## src/rtl/rv32_uart_tx_target.sv

```systemverilog
// Memory-mapped 8N1 UART transmitter on the rv32 data bus: DATA/STATUS/DIV/IRQ_EN window feeding a TX FIFO.
// Optional interrupt support is built only when UART_TX_IRQ_EN is defined.
module rv32_uart_tx_target #(
  parameter logic [31:0] BASE_ADDR   = 32'h0001_0000,
  parameter logic [15:0] DEFAULT_DIV = 16'd104,
  parameter int          FIFO_DEPTH  = 8
) (
  input  logic        clk,
  input  logic        reset_n,
  input  logic [31:0] data_address_in,
  input  logic        data_read_in,
  input  logic        data_write_in,
  input  logic [3:0]  data_write_mask_in,
  input  logic [31:0] data_write_value_in,
  output logic [31:0] data_read_value_out,
  output logic        tx_out,
  output logic        irq_out
);

  localparam int AW = $clog2(FIFO_DEPTH);

  typedef enum logic [1:0] {IDLE, START, DATA, STOP} state_t;

  logic          sel, wr_en;
  logic [1:0]    off;
  logic [7:0]    mem [FIFO_DEPTH];
  logic [AW-1:0] wr_ptr, rd_ptr;
  logic [AW:0]   count;
  logic          full, empty, push_req, push_ok, pop, overflow;
  logic [15:0]   div, div_eff, bit_cnt;
  state_t        state;
  logic [7:0]    shreg;
  logic [2:0]    bit_idx;
  logic          unused_bits;

  assign sel      = data_address_in[31:4] == BASE_ADDR[31:4];
  assign off      = data_address_in[3:2];
  assign wr_en    = sel && data_write_in;
  assign full     = count == (AW+1)'(FIFO_DEPTH);
  assign empty    = count == '0;
  assign push_req = wr_en && off == 2'd0 && data_write_mask_in[0];
  // Fullness is judged before the edge, so a same-cycle pop never makes room.
  assign push_ok  = push_req && !full;
  assign pop      = !empty && (state == IDLE || (state == STOP && bit_cnt == '0));
  assign div_eff  = (div == '0) ? 16'd1 : div;

  assign unused_bits = ^{data_address_in[1:0], data_write_mask_in[3:2], data_write_value_in[31:16]};

  // NOTE: FIFO storage has no reset; count and pointers alone say which entries are valid.
  always_ff @(posedge clk) begin
    if (push_ok) mem[wr_ptr] <= data_write_value_in[7:0];
  end

  always_ff @(posedge clk or negedge reset_n) begin
    if (!reset_n) begin
      wr_ptr   <= '0;
      rd_ptr   <= '0;
      count    <= '0;
      overflow <= 1'b0;
      div      <= DEFAULT_DIV;
    end else begin
      if (push_ok) wr_ptr <= wr_ptr + AW'(1);
      if (pop)     rd_ptr <= rd_ptr + AW'(1);
      if (push_ok && !pop)      count <= count + (AW+1)'(1);
      else if (!push_ok && pop) count <= count - (AW+1)'(1);
      if (push_req && full)
        overflow <= 1'b1;
      else if (wr_en && off == 2'd1 && data_write_mask_in[0] && data_write_value_in[3])
        overflow <= 1'b0;
      if (wr_en && off == 2'd2) begin
        if (data_write_mask_in[0]) div[7:0]  <= data_write_value_in[7:0];
        if (data_write_mask_in[1]) div[15:8] <= data_write_value_in[15:8];
      end
    end
  end

  // Bit counter reloads from DIV at every bit boundary, so DIV changes land on the next bit.
  always_ff @(posedge clk or negedge reset_n) begin
    if (!reset_n) begin
      state   <= IDLE;
      shreg   <= '0;
      bit_idx <= '0;
      bit_cnt <= '0;
      tx_out  <= 1'b1;
    end else begin
      case (state)
        IDLE: begin
          tx_out <= 1'b1;
          if (pop) begin
            shreg   <= mem[rd_ptr];
            bit_cnt <= div_eff - 16'd1;
            tx_out  <= 1'b0;
            state   <= START;
          end
        end
        START: begin
          if (bit_cnt == '0) begin
            tx_out  <= shreg[0];
            shreg   <= {1'b0, shreg[7:1]};
            bit_idx <= '0;
            bit_cnt <= div_eff - 16'd1;
            state   <= DATA;
          end else begin
            bit_cnt <= bit_cnt - 16'd1;
          end
        end
        DATA: begin
          if (bit_cnt == '0) begin
            bit_cnt <= div_eff - 16'd1;
            if (bit_idx == 3'd7) begin
              tx_out <= 1'b1;
              state  <= STOP;
            end else begin
              tx_out  <= shreg[0];
              shreg   <= {1'b0, shreg[7:1]};
              bit_idx <= bit_idx + 3'd1;
            end
          end else begin
            bit_cnt <= bit_cnt - 16'd1;
          end
        end
        STOP: begin
          if (bit_cnt == '0) begin
            bit_cnt <= div_eff - 16'd1;
            if (pop) begin
              shreg  <= mem[rd_ptr];
              tx_out <= 1'b0;
              state  <= START;
            end else begin
              tx_out <= 1'b1;
              state  <= IDLE;
            end
          end else begin
            bit_cnt <= bit_cnt - 16'd1;
          end
        end
        default: state <= IDLE;
      endcase
    end
  end

`ifdef UART_TX_IRQ_EN
  logic irq_en, irq_q;

  always_ff @(posedge clk or negedge reset_n) begin
    if (!reset_n) begin
      irq_en <= 1'b0;
      irq_q  <= 1'b0;
    end else begin
      if (wr_en && off == 2'd3 && data_write_mask_in[0]) irq_en <= data_write_value_in[0];
      irq_q <= irq_en && empty && state == IDLE;
    end
  end

  assign irq_out = irq_q;
`else
  assign irq_out = 1'b0;
`endif

  always_comb begin
    data_read_value_out = '0;
    if (sel && data_read_in) begin
      case (off)
        2'd1: data_read_value_out = {16'h0, 8'(count), 4'h0, overflow, empty, full, state != IDLE};
        2'd2: data_read_value_out = {16'h0, div};
`ifdef UART_TX_IRQ_EN
        2'd3: data_read_value_out = {31'h0, irq_en};
`endif
        default: data_read_value_out = '0;
      endcase
    end
  end

endmodule
```

## config.mk

```make
export PLATFORM = sky130hd
export DESIGN_NAME = rv32_uart_tx_target
export DESIGN_NICKNAME = d
export VERILOG_FILES = /design/src/rtl/rv32_uart_tx_target.sv
export SDC_FILE = /design/constraint.sdc
export NUM_CORES = 1
export LEC_CHECK = 0
export ABC_AREA = 1
export CAP_MARGIN = 40
export CORE_UTILIZATION = 30
export CTS_BUF_LIST = sky130_fd_sc_hd__clkbuf_4
export DETAILED_ROUTE_END_ITERATION = 10
export GPL_TIMING_DRIVEN = 0
export SLEW_MARGIN = 20
export SYNTH_ARGS = -nofsm -noshare
export SYNTH_HDL_FRONTEND = slang
export SYNTH_SLANG_ARGS = --single-unit
```

## constraint.sdc

```tcl
create_clock -name clk -period 2.52 [get_ports clk]
set_clock_uncertainty 0.15 [all_clocks]
set_input_delay 0.252 -clock clk [delete_from_list [all_inputs] [get_ports clk]]
set_output_delay 0.252 -clock clk [all_outputs]
set_load 0.02 [all_outputs]
```

# Word level (Yosys, flattened, before mapping)

Memories as Yosys holds them, arrays and structs flattened.
Index checks and enable logic that the tools add are counted.

Register bits after elaboration: 57
RAM bits: 64
Input bits: 72
Output and inout bits: 34
Logic and storage cells: 103
Memories: 1

Memories:

| name | depth | bits a word | rd ports | clocked after Yosys merged registers in | write ports | RTL line | source |
|---|---|---|---|---|---|---|---|
| mem  | 8     | 8           | 1        | 0                                       | 1           | 26       | `logic [7:0] mem [FIFO_DEPTH];` |

$add $sub $neg: 7
Eq/ne operators: 14
Multiplexer cells: 35
Reduce and logical (&&, ||, !) cells: 35

Operator list:

| cell                                                                 | number |
|---|---|
| 16-bit two-way mux                                                   | 4 |
| 16-bit case mux with 2 select lines                                  | 2 |
| 8-bit two-way mux                                                    | 5 |
| 16-bit logical NOT                                                   | 2 |
| 8-bit case mux with 4 select lines                                   | 1 |
| 16-bit by 1-bit subtractor with 16-bit output, second input constant | 2 |
| 28-bit by 13-bit == test with 1-bit output, second input constant    | 1 |
| 1-bit logical AND                                                    | 14 |
| 1-bit two-way mux                                                    | 10 |
| 2-bit two-way mux                                                    | 5 |
| 2-bit != test, second input constant                                 | 5 |
| 3-bit by 1-bit adder with 3-bit output, second input constant        | 3 |
| 3-bit two-way mux                                                    | 3 |
| 4-bit two-way mux                                                    | 2 |
| 2-bit case mux with 4 select lines                                   | 1 |
| 4-bit AND reduction                                                  | 2 |
| 2-bit nonzero test                                                   | 4 |
| 2-bit == test, second input constant                                 | 3 |
| 3-bit case mux with 2 select lines                                   | 1 |
| 5-bit AND reduction                                                  | 1 |
| 4-bit by 1-bit adder with 4-bit output, second input constant        | 1 |
| 2-bit by 1-bit == test with 1-bit output, second input constant      | 2 |
| 4-bit == test, second input constant                                 | 1 |
| 1-bit logical NOT                                                    | 4 |
| other kinds (10)                                                     | 12 |

# Longest topological paths before layout

Gate-level depths: netlist of the first run.

Depth after elaboration: 9
Depth in mapped cells: 19
Mapped depth without buffers: 19

# Worst setup path after synthesis of the first run

OpenSTA, ideal clock, no wires.

Path kind: flip-flop to flip-flop
Start point: register bit_cnt[0]
End point: register count[3]
Setup time: 0.125 ns
Data arrival time: 2.250 ns
Required time: 2.245 ns
Setup slack: -0.005 ns
Cell stages (with the launch flop): 17
Buffers on the path: 0
Clock period less this slack: 2.525 ns
Cells stage by stage: dfrtp_1 > inv_1 > ha_1 > nand2_4 > nor2_2 > nand3_1 > nand2_2 > nand2_4 > ha_1 > inv_1 > ha_1 > a21o_1 > a21oi_1 > nand2_1 > nand2_1 > nor2_1 > xor2_1

Longest elaborated chain between the ends: 7
Elaborated cells on any way between the ends: 9
Classes of those cells: 1 x mux; 8 x reduce/logical

Ends and longest elaborated chain:

| element                                                        | RTL line | source |
|---|---|---|
| start: declaration                                             | 30       | `logic [15:0] div, div_eff, bit_cnt;` |
| start signal: assignment                                       | 91       | `bit_cnt <= div_eff - 16'd1;` |
| start signal: assignment                                       | 101      | `bit_cnt <= div_eff - 16'd1;` |
| start signal: assignment                                       | 104      | `bit_cnt <= bit_cnt - 16'd1;` |
| 16-bit logical NOT (*)                                         | 44       | `assign pop = !empty && (state == IDLE \|\| (state == STOP && bit_cnt == '0));` |
| 1-bit logical AND (*)                                          | 44       |  |
| 1-bit logical OR (*)                                           | 44       |  |
| 1-bit logical AND (*)                                          | 44       |  |
| 1-bit logical NOT                                              | 64       | `if (push_ok && !pop) count <= count + (AW+1)'(1);` |
| 1-bit logical AND                                              | 64       |  |
| 4-bit two-way mux / 2-bit nonzero test (equally long branches) | -        |  |
| end signal: assignment                                         | 64       |  |
| end signal: assignment                                         | 65       | `else if (!push_ok && pop) count <= count - (AW+1)'(1);` |
| end: declaration                                               | 28       | `logic [AW:0] count;` |

Mark *: on every way between the ends. The rest lies on a longest branch, timed or not.
A chain may end at the register's enable or synchronous reset.

# Worst setup path after layout of the first run

Start point: register bit_cnt[10]
End point: register count[3]

Same word-level chain as after synthesis.

==> qor.yml, run 1 <==
htreeDepth: 4
worstPathArrival_ps: 2780
path_clk_slew_ps: 130
r2r_setup_slack_ps: 40
tightest_slew_ps: 770
synth_xor_area_frac: 0.0195
post-dp-hpwl_um: 11800
drive_above_1_share: 0.184
synth-compound-area-share: 0.0498
ys_seq_elements: 121
via_per_inst: 4.59
holdCritPathClass: "input pin to flip-flop"
slowest_delay_ps: 440
status: "finished, violations left"
post-route-util: 0.380
maxCapViolations: 0
path_class: "flip-flop to flip-flop"
syn-mean-instance-area_um2: 8.32
critPathTopFamily: "simple AND/OR/NAND/NOR gates"
num-fill-cells: 2260
first_pass_iters: 8
antenna_found_initial: 1
crit_chain: "nor2_2 -> nand2_1 -> nor2_2 -> nand3_2 -> nand2_2 -> nand2_4 -> ha_4 -> inv_2 -> ha_1 -> a21o_1 -> a21oi_2 -> nand2_1 -> nand2_1 -> nor2_1 -> xor2_1"
synth_edf_count: 64
finalNonFillerCells: 1234
numCtsBuffers: 17
drc_errors: 8
grt_pass1_wl_um: 26100
routedWlPerCell_um: 13.2
worstSetupEndpointType: "flip-flop"
synth_warnings: 0
r2r-start: "bit_cnt[10]"
clkLatencyLatePin_ps: 560
path_depth: 15
synthMuxAreaShare: 0
ant_nets: 0
period_share: 0.985
gp_congestion: 0.839
post-place-cells: 1177
fp.dieW_um: 152
r2r-end: "count[3]"
layout_common_cells: "nand2_1, nand3_1, nor2_1"
slew_headroom: 0.485
initial_utilization: 0.308
coreArea_um2: 22000
clkSinkCount: 121
cts_tree: "built"
area_growth_pct: 23.7
worst_setup_path_start_kind: "flip-flop"
critical_path.max_fanout: 4
cp_slowest_cell: "dfrtp_1"
synth_top_family_by_area: "simple AND/OR/NAND/NOR gates"
period_minus_slack_ps: 2480
die_area_um2: 23100
vias: 5666
drv_slew: 0
critPathBufInv: 1
cts_max_path_buffers: 2
syn_area_um2: 6750
grt_max_degree: 32
synth_simple_gate_area_frac: 0.320
nets: 1031
rsz0062_at_grt: "yes"
cp_common_cell: "nand2_1"
overflow: 0
power_density_nw_per_um2: 1130
drtIter0Drc: 393
r2r_cells: 15
max_freq_mhz: 403
cp.required_ps: 2820
async_flop_share: 0.471
synth_cell_type_count: 44
seq_area_frac_synth: 0.496
root_buffer: "clkbuf_4"
synth_fa_ha_area_frac: 0.0363
hold_viol: 0
setup_slack_ps: 38.4
p_leak_nw: 3.76
violations: "design-rule violations"
row_count: 54
port_buffers: 68
cp-endpoint: "count[3]"
wl_um: 16300
layout_commonest_cell: "nand2_1"
setup_violations: 0
dieHeight_um: 152
io_pins: 106
first_global_vias: 5183
synth_flop_cell: "edfxtp_1"
vdd_drop_max_uv: 1400
netlist_instances: 812
dpl_worst_slack_ps: -726
startpoint: "bit_cnt[10]"
grt_usage: 0.143
==> synthesized netlist by cell type (4+ instances only) <==
master	number	share of area
o21ai_0	17	0.013
nand2_2	5	0.0046
nor2_1	89	0.049
inv_1	59	0.033
nor2_4	7	0.012
dfrtp_1	53	0.20
edfxtp_1	64	0.28
nand4_1	12	0.011
nor2_2	6	0.0056
buf_2	14	0.010
nand2_4	4	0.0067
clkbuf_1	4	0.0022
o21ai_1	25	0.019
dfstp_2	4	0.016
xor2_1	12	0.016
ha_1	18	0.033
buf_4	18	0.020
nand3_1	93	0.069
nand3_2	5	0.0074
inv_2	6	0.0033
nand2_1	253	0.14
a21oi_1	16	0.012
==> cells by family (layout without fill, tap and decap cells) <==
kind of cell	Yosys count	count (layout)
AND/OR/NAND/NOR	484	484
flip-flops	121	121
buffers and inverters	108	233
AO/OA/AOI/OAI	64	64
adder cells (fa/ha/maj)	19	19
XOR/XNOR	15	15
other	1	18
==> routing by layer <==
layer  GRT usage  wire [µm]  up-vias
li1            -          -     2882
met1       0.183       7660     2625
met2       0.235       7710      139
met3      0.0274        666       20
met4      0.0612        308        0
met5           0          0        -
==> how the worst min path moves through the flow <==
stage,depth (start not counted),start,slack [ps],end
6_report,3,data_write_value_in[12],80,div[12]
3_3_place_gp,2,shreg[0],300,shreg[0]
3_5_place_dp,1,reset_n,50,bit_cnt[14]
4_1_cts,3,data_write_value_in[12],40,div[12]
5_1_grt,3,data_write_value_in[12],70,div[12]
2_1_floorplan,0,reset_n,-190,bit_cnt[0]
==> flip-flops by register name, indices dropped and copies added (netlist names) <==
| signal | count |
|---|---|
| div | 16 |
| overflow | 1 |
| rd_ptr | 3 |
| count | 4 |
| shreg | 8 |
| bit_cnt | 16 |
| tx_out | 1 |
| wr_ptr | 3 |
| mem | 64 |
| bit_idx | 3 |
| state | 2 |
==> stage by stage <==
step | hold slack, ps | cell area, µm² | setup TNS [ps] | power (mW)
4_1_cts | 38.9 | 8190 | -155 | 9.39
6_report | 80.4 | 8350 | 0 | 9.48
3_3_place_gp | 304 | 7850 | -75780 | 7.97
3_5_place_dp | 54.9 | 7870 | -27930 | 8.05
5_1_grt | 74.5 | 8350 | -203 | 10.2
2_1_floorplan | -194 | 6820 | 0 | 6.75
==> timing repair <==
| item | CTS | global route |
|---|---|---|
| hold buffers | 3 | 0 |
| resized for setup | 29 | 48 |
| setup endpoints to repair | 18 | 22 |
| hold endpoints to repair | 57 | 0 |
| pin swaps | 1 | 14 |
| buffers inserted | 1 | 21 |
==> cell type report <==
cell class	instances	area, µm²	area share
Tap cell	280	350	0.0419
Multi-Input combinational cell	599	3040	0.364
Buffer	39	263	0.0315
Timing Repair Buffer	94	822	0.0984
Antenna cell	1	2.50	0.000300
Clock inverter	14	128	0.0153
Sequential cell	121	3360	0.402
Clock buffer	18	135	0.0162
Inverter	68	255	0.0306
==> report_power, final <==
group          internal, mW  switching, mW  leakage (nW)
combinational          2.26           3.42          2.31
sequential             2.36          0.112          1.31
clock                 0.442          0.888         0.141
==> worst min-delay path, cell delays in order <==
cell,delay (ps)
clkdlybuf4s50_1,400
inv_1,50
o21ai_1,60
Note: power is estimated with default switching activity, not from simulation.
==> run 2: changes to the inputs <==
--- a/config.mk
+++ b/config.mk
@@ -8,7 +8,7 @@
 export ABC_AREA = 1
 export CAP_MARGIN = 40
 export CORE_UTILIZATION = 30
-export CTS_BUF_LIST = sky130_fd_sc_hd__clkbuf_4
+export CTS_CLUSTER_SIZE = 14
 export DETAILED_ROUTE_END_ITERATION = 10
 export GPL_TIMING_DRIVEN = 0
 export SLEW_MARGIN = 20
==> run 2 against run 1 <==
  * The flow still finishes with violations (design-rule violations)
  * Via count about the same
  * Critical path depth up 1
  * Clock-buffer cell count unchanged
  * Die area unchanged
  * Global-route usage up 0.11 points
  * Cell count down 0.81%
  * Total power up 9.3%
  * Register-to-register slack worse by 30 ps
  * Routed wire length down 0.30%
  * Sequential share of layout area down 1.2 points
==> qor.yml, run 2 (same netlist as run 1, synthesis figures left out) <==
status: "finished, violations left"  # unchanged
violations: "design-rule violations"  # unchanged
drv_slew: 0  # unchanged
post-route-util: 0.391  # was 0.380
largest_reg_flops: 64  # unchanged
switching_share: 0.433  # was 0.466
overflow: 0  # unchanged
p_seq_frac: 0.240  # was 0.260
via_per_inst: 4.63  # was 4.59
met1_length_um: 7440  # was 7660 µm
post-dp-hpwl_um: 11800  # unchanged
numCtsBuffers: 17  # unchanged
first_pass_iters: 8  # unchanged
cp.required_ps: 2680  # was 2820 ps
worstSetupEndpointType: "flip-flop"  # unchanged
nets: 1022  # was 1031
max_freq_mhz: 398  # was 403 MHz
vdd_drop_max_uv: 1390  # was 1400 µV
power_switching_mw: 4.49  # was 4.42 mW
port_buffers: 68  # unchanged
antenna_found_initial: 0  # was 1
cts_tree: "built"  # unchanged
drc_errors: 8  # unchanged
grt_pass1_wl_um: 26200  # was 26100 µm
dr_wl_met2_um: 7710  # about the same
routed.top_layer: "met4"  # unchanged
coreArea_um2: 22000  # unchanged
r2r_setup_slack_ps: 10  # was 40 ps
path_clk_slew_ps: 60  # was 130 ps
cp_common_cell: "ha_4"  # was nand2_1
root_buffer: "clkbuf_16"  # was clkbuf_4
dpl_worst_slack_ps: -726  # unchanged
dr_wl_met3_um: 757  # was 666 µm
cts_max_path_buffers: 2  # unchanged
clkLatencyLatePin_ps: 430  # was 560 ps
worst_setup_path_start_kind: "flip-flop"  # unchanged
reg.largest.list: "mem: 64 flops, bit_cnt: 16 flops, div: 16 flops"  # unchanged
layout_common_cells: "nand2_1, nand3_1, nor2_1"  # unchanged
fp.dieW_um: 152  # unchanged
slew_headroom: 0.641  # was 0.485
p_leak_nw: 3.85  # was 3.76 nW
htreeDepth: 4  # unchanged
hold_ws_ps: 164  # was 80.4 ps
holdCritPathClass: "input pin to async pin"  # was input pin to flip-flop
slowest_delay_ps: 390  # was 440 ps
path_class: "flip-flop to flip-flop"  # unchanged
p_clk_frac: 0.222  # was 0.140
maxCapViolations: 0  # unchanged
routedWlPerCell_um: 13.3  # was 13.2 µm
finalPower_mw: 10.4  # was 9.48 mW
wl_um: 16300  # about the same
p_int_mw: 5.87  # was 5.06 mW
dieHeight_um: 152  # unchanged
setup_violations: 0  # unchanged
ant_nets: 0  # unchanged
vias: 5670  # was 5666
layout_commonest_cell: "nand2_1"  # unchanged
drive_above_1_share: 0.181  # was 0.184
first_global_vias: 5200  # was 5183
critical_path.max_fanout: 6  # was 4
io_pins: 106  # unchanged
setup_slack_ps: 9.56  # was 38.4 ps
crit_chain: "inv_2 -> ha_4 -> nand2_4 -> nor2_2 -> nand3_1 -> nand2_2 -> nand2_4 -> ha_4 -> inv_4 -> ha_4 -> a21o_1 -> a21oi_2 -> nand2_1 -> nand2_1 -> nor2_1 -> xor2_1"  # was nor2_2 -> nand2_1 -> nor2_2 -> nand3_2 -> nand2_2 -> nand2_4 -> ha_4 -> inv_2 -> ha_1 -> a21o_1 -> a21oi_2 -> nand2_1 -> nand2_1 -> nor2_1 -> xor2_1
largest-register: "mem"  # unchanged
tightest_slew_ps: 538  # was 770 ps
area_growth_pct: 27.3  # was 23.7%
power_density_nw_per_um2: 1210  # was 1130 nW/µm²
hold_viol: 0  # unchanged
worstPathArrival_ps: 2670  # was 2780 ps
grt_usage: 0.144  # was 0.143
row_count: 54  # unchanged
p_comb_frac: 0.538  # was 0.599
rsz0062_at_grt: "yes"  # unchanged
period_share: 0.996  # was 0.985
die_area_um2: 23100  # unchanged
finalInstanceArea_um2: 8600  # was 8350 µm²
period_minus_slack_ps: 2510  # was 2480 ps
cp_slowest_cell: "dfrtp_1"  # unchanged
clkSinkCount: 121  # unchanged
placed_area_um2: 7870  # unchanged
grt_max_degree: 32  # unchanged
gp_congestion: 0.839  # unchanged
drtIter0Drc: 468  # was 393
num_antenna_cells: 0  # was 1
initial_utilization: 0.308  # unchanged
[run 2: path summary, 6_finish.rpt]
path,cells past startpoint,end,start
setup / recovery,16,count[3],bit_cnt[0]
hold / removal,2,bit_cnt[15],reset_n
setup reg to reg,16,count[3],bit_cnt[0]
hold reg to reg,2,shreg[0],shreg[0]
max in group asynchronous,3,div[5],reset_n
min in group clk,3,div[12],data_write_value_in[12]
[run 2: power by group through the flow]
stage | clock, mW | combinational, mW | sequential, mW
finish | 2.30 | 5.57 | 2.48
detailed placement | 0 | 5.55 | 2.50
global route | 2.41 | 6.23 | 2.50
global placement | 0 | 5.46 | 2.51
floorplan | 0 | 4.25 | 2.49
CTS | 2.33 | 5.55 | 2.47
[run 2: per-layer routing]
metal	up-vias	track usage
met5	-	0
met1	2605	0.182
met2	161	0.239
met3	33	0.0277
met4	0	0.0641
li1	2871	-
[run 2: repair_timing]
item                                    CTS  global route
setup buffers                             1            14
pin swaps                                 1            16
endpoints found under the setup margin   19            80
gates cloned                              0             0
hold buffers                              1             0
resized for setup                        27            56
hold endpoints to repair                 54             0
[run 2: per-stage QoR]
| step | std cells | TNS (ps) |
|---|---|---|
| 2_1_floorplan | 828 | 0 |
| 3_3_place_gp | 1176 | -75780 |
| 3_5_place_dp | 1177 | -27930 |
| 4_1_cts | 1210 | -182 |
| 5_1_grt | 1224 | -330 |
| 6_report | 1224 | 0 |
[run 2: cell type report]
type | count | area (µm²)
Inverter | 68 | 258
Fill cell | 2224 | 13400
Multi-Input combinational cell | 599 | 3060
Buffer | 39 | 263
Timing Repair Buffer | 85 | 749
Clock inverter | 14 | 128
Sequential cell | 121 | 3360
Tap cell | 280 | 350
Clock buffer | 18 | 429
[run 2: worst max-delay path, delay by kind of cell (launching register included)]
kind / cells / cell delay, ps
AND/OR/NAND/NOR: 8 / 720
XOR/XNOR: 1 / 130
flip-flops: 1 / 390
AO/OA/AOI/OAI: 2 / 310
adder cells (fa/ha/maj): 3 / 530
buffers and inverters: 2 / 160
==> run 3: changes to the inputs <==
==> constraint.sdc (replaced) <==
create_clock -name clk -period 2.7 [get_ports clk]
set_clock_uncertainty 0.15 [all_clocks]
set_input_delay 0.27 -clock clk [delete_from_list [all_inputs] [get_ports clk]]
set_output_delay 0.27 -clock clk [all_outputs]
set_load 0.02 [all_outputs]
==> run 3 against run 2 <==
  * The flow still finishes with violations (design-rule violations)
  * Non-clock buffer count fell by 13
  * Routed wire length fell by 0.85%
  * Worst hold slack improved by 0.62 ps
  * Utilization fell by 0.21 points
  * Via count fell by 2.6%
  * First-iteration DRC count fell by 36%
  * Clock power rose by 6%
  * Sequential share of layout area rose by 0.18 points
  * Register-to-register slack barely moved
  * Fmax fell by 6.4%
  * Highest routed layer unchanged
==> qor.yml, run 3 (same netlist as run 1, synthesis figures left out) <==
status: "finished, violations left"  # unchanged
violations: "design-rule violations"  # unchanged
antenna_found_initial: 0  # unchanged
max_freq_mhz: 373  # was 398 MHz
r2r_cells: 16  # unchanged
path_clk_slew_ps: 60  # about the same
io_pins: 106  # unchanged
reg.largest.list: "mem: 64 flops, bit_cnt: 16 flops, div: 16 flops"  # unchanged
wl_um: 16200  # was 16300 µm
period_share: 0.993  # was 0.996
nets: 1009  # was 1022
largest_reg_flops: 64  # unchanged
die_area_um2: 23100  # unchanged
ant_nets: 0  # unchanged
grt_max_degree: 38  # was 32
rsz0062_at_grt: "yes"  # unchanged
post-place-cells: 1177  # unchanged
gp_congestion: 0.869  # was 0.839
area_growth_pct: 26.6  # was 27.3%
root_buffer: "clkbuf_16"  # unchanged
maxCapViolations: 0  # unchanged
r2r_setup_slack_ps: 20  # was 10 ps
vias: 5521  # was 5670
grt_pass1_wl_um: 27200  # was 26200 µm
drc_errors: 8  # unchanged
critical_path.max_fanout: 6  # unchanged
power_density_nw_per_um2: 1160  # was 1210 nW/µm²
numCtsBuffers: 17  # unchanged
r2r-start: "bit_cnt[1]"  # was bit_cnt[0]
cts_max_path_buffers: 2  # unchanged
holdCritPathClass: "input pin to async pin"  # unchanged
layout_commonest_cell: "nand2_1"  # unchanged
fp.dieW_um: 152  # unchanged
slew_headroom: 0.474  # was 0.641
dpl_worst_slack_ps: -593  # was -726 ps
r2r-end: "count[3]"  # unchanged
first_global_vias: 5441  # was 5200
drv_slew: 0  # unchanged
layout_common_cells: "nand2_1, nand3_1, nor2_1"  # unchanged
worstPathArrival_ps: 2840  # was 2670 ps
path_class: "flip-flop to flip-flop"  # unchanged
dieHeight_um: 152  # unchanged
tightest_slew_ps: 786  # was 538 ps
setup_violations: 0  # unchanged
grt_usage: 0.149  # was 0.144
routedWlPerCell_um: 13.3  # about the same
period_minus_slack_ps: 2680  # was 2510 ps
initial_utilization: 0.308  # unchanged
first_pass_iters: 8  # unchanged
htreeDepth: 4  # unchanged
num_antenna_cells: 0  # unchanged
setup_slack_ps: 19.1  # was 9.56 ps
drive_above_1_share: 0.139  # was 0.181
p_leak_nw: 3.91  # was 3.85 nW
drtIter0Drc: 299  # was 468
cts_tree: "built"  # unchanged
coreArea_um2: 22000  # unchanged
finalInstanceArea_um2: 8550  # was 8600 µm²
worstSetupEndpointType: "flip-flop"  # unchanged
overflow: 0  # unchanged
hold_viol: 0  # unchanged
port_buffers: 68  # unchanged
via_per_inst: 4.56  # was 4.63
vdd_drop_max_uv: 866  # was 1390 µV
row_count: 54  # unchanged
clkSinkCount: 121  # unchanged
finalNonFillerCells: 1211  # was 1224
largest-register: "mem"  # unchanged
worst_setup_path_start_kind: "flip-flop"  # unchanged
clkLatencyLatePin_ps: 420  # was 430 ps
placed_area_um2: 7860  # was 7870 µm²
post-dp-hpwl_um: 11800  # about the same
cp.required_ps: 2850  # was 2680 ps
-- run 3: report_power, final --
group | switching [mW] | total (mW) | internal, mW | leakage, nW
clock | 0.856 | 2.43 | 1.58 | 0.309
sequential | 0.107 | 2.31 | 2.20 | 1.32
combinational | 3.13 | 5.16 | 2.03 | 2.28
total | 4.09 | 9.90 | 5.81 | 3.91
-- run 3: worst max-delay path by stage --
stage,start,end,slack [ps]
floorplan,bit_cnt[0],count[3],170
CTS,data_address_in[27],data_read_value_out[15],0.9
global route,bit_cnt[0],count[3],-110
global placement,reset_n,wr_ptr[1],-810
finish,bit_cnt[1],count[3],20
detailed placement,data_address_in[27],count[3],-590
-- run 3: what timing repair did --
item,4_1_cts,5_1_grt
pin swaps,3,5
endpoints found under the hold margin,54,0
resized for setup,24,12
setup endpoints to repair,17,11
hold buffers,1,0
setup buffers,2,0
-- run 3: layer usage --
metal	vias up	GRT usage	part of all wire
li1	2833	-	-
met1	2529	0.191	0.47
met2	137	0.247	0.48
met3	22	0.0319	0.040
met4	0	0.0549	0.016
met5	-	0	0
-- run 3: worst max-delay path, stage by stage (launching register included) --
cell     delay [ps]
dfrtp_1         390
inv_1           110
ha_2            210
nand2_4          70
nor2_2          130
nand3_1         120
nand2_2         110
nand2_4         110
ha_2            220
inv_2            80
ha_1            230
a21o_1          190
a21oi_2         140
nand2_1          60
nand2_1          50
nor2_1           40
xor2_1          140
-- run 3: final cells by class --
type	instances	area, µm²
Timing Repair Buffer	72	712
Fill cell	2207	13400
Clock inverter	13	190
Multi-Input combinational cell	599	2980
Inverter	68	255
Buffer	39	263
Sequential cell	121	3350
Tap cell	280	350
Clock buffer	19	443
-- run 3: stage by stage --
| step | power, mW | hold WS (ps) | utilization | TNS (ps) |
|---|---|---|---|---|
| after floorplan | 6.29 | -176 | - | 0 |
| after global placement | 7.44 | 302 | 0.357 | -54710 |
| after detailed placement | 7.50 | 33.9 | 0.358 | -15540 |
| after CTS | 9.96 | 155 | 0.388 | 0 |
| after global routing | 10.8 | 189 | 0.389 | -110 |
| final | 9.90 | 165 | 0.389 | 0 |
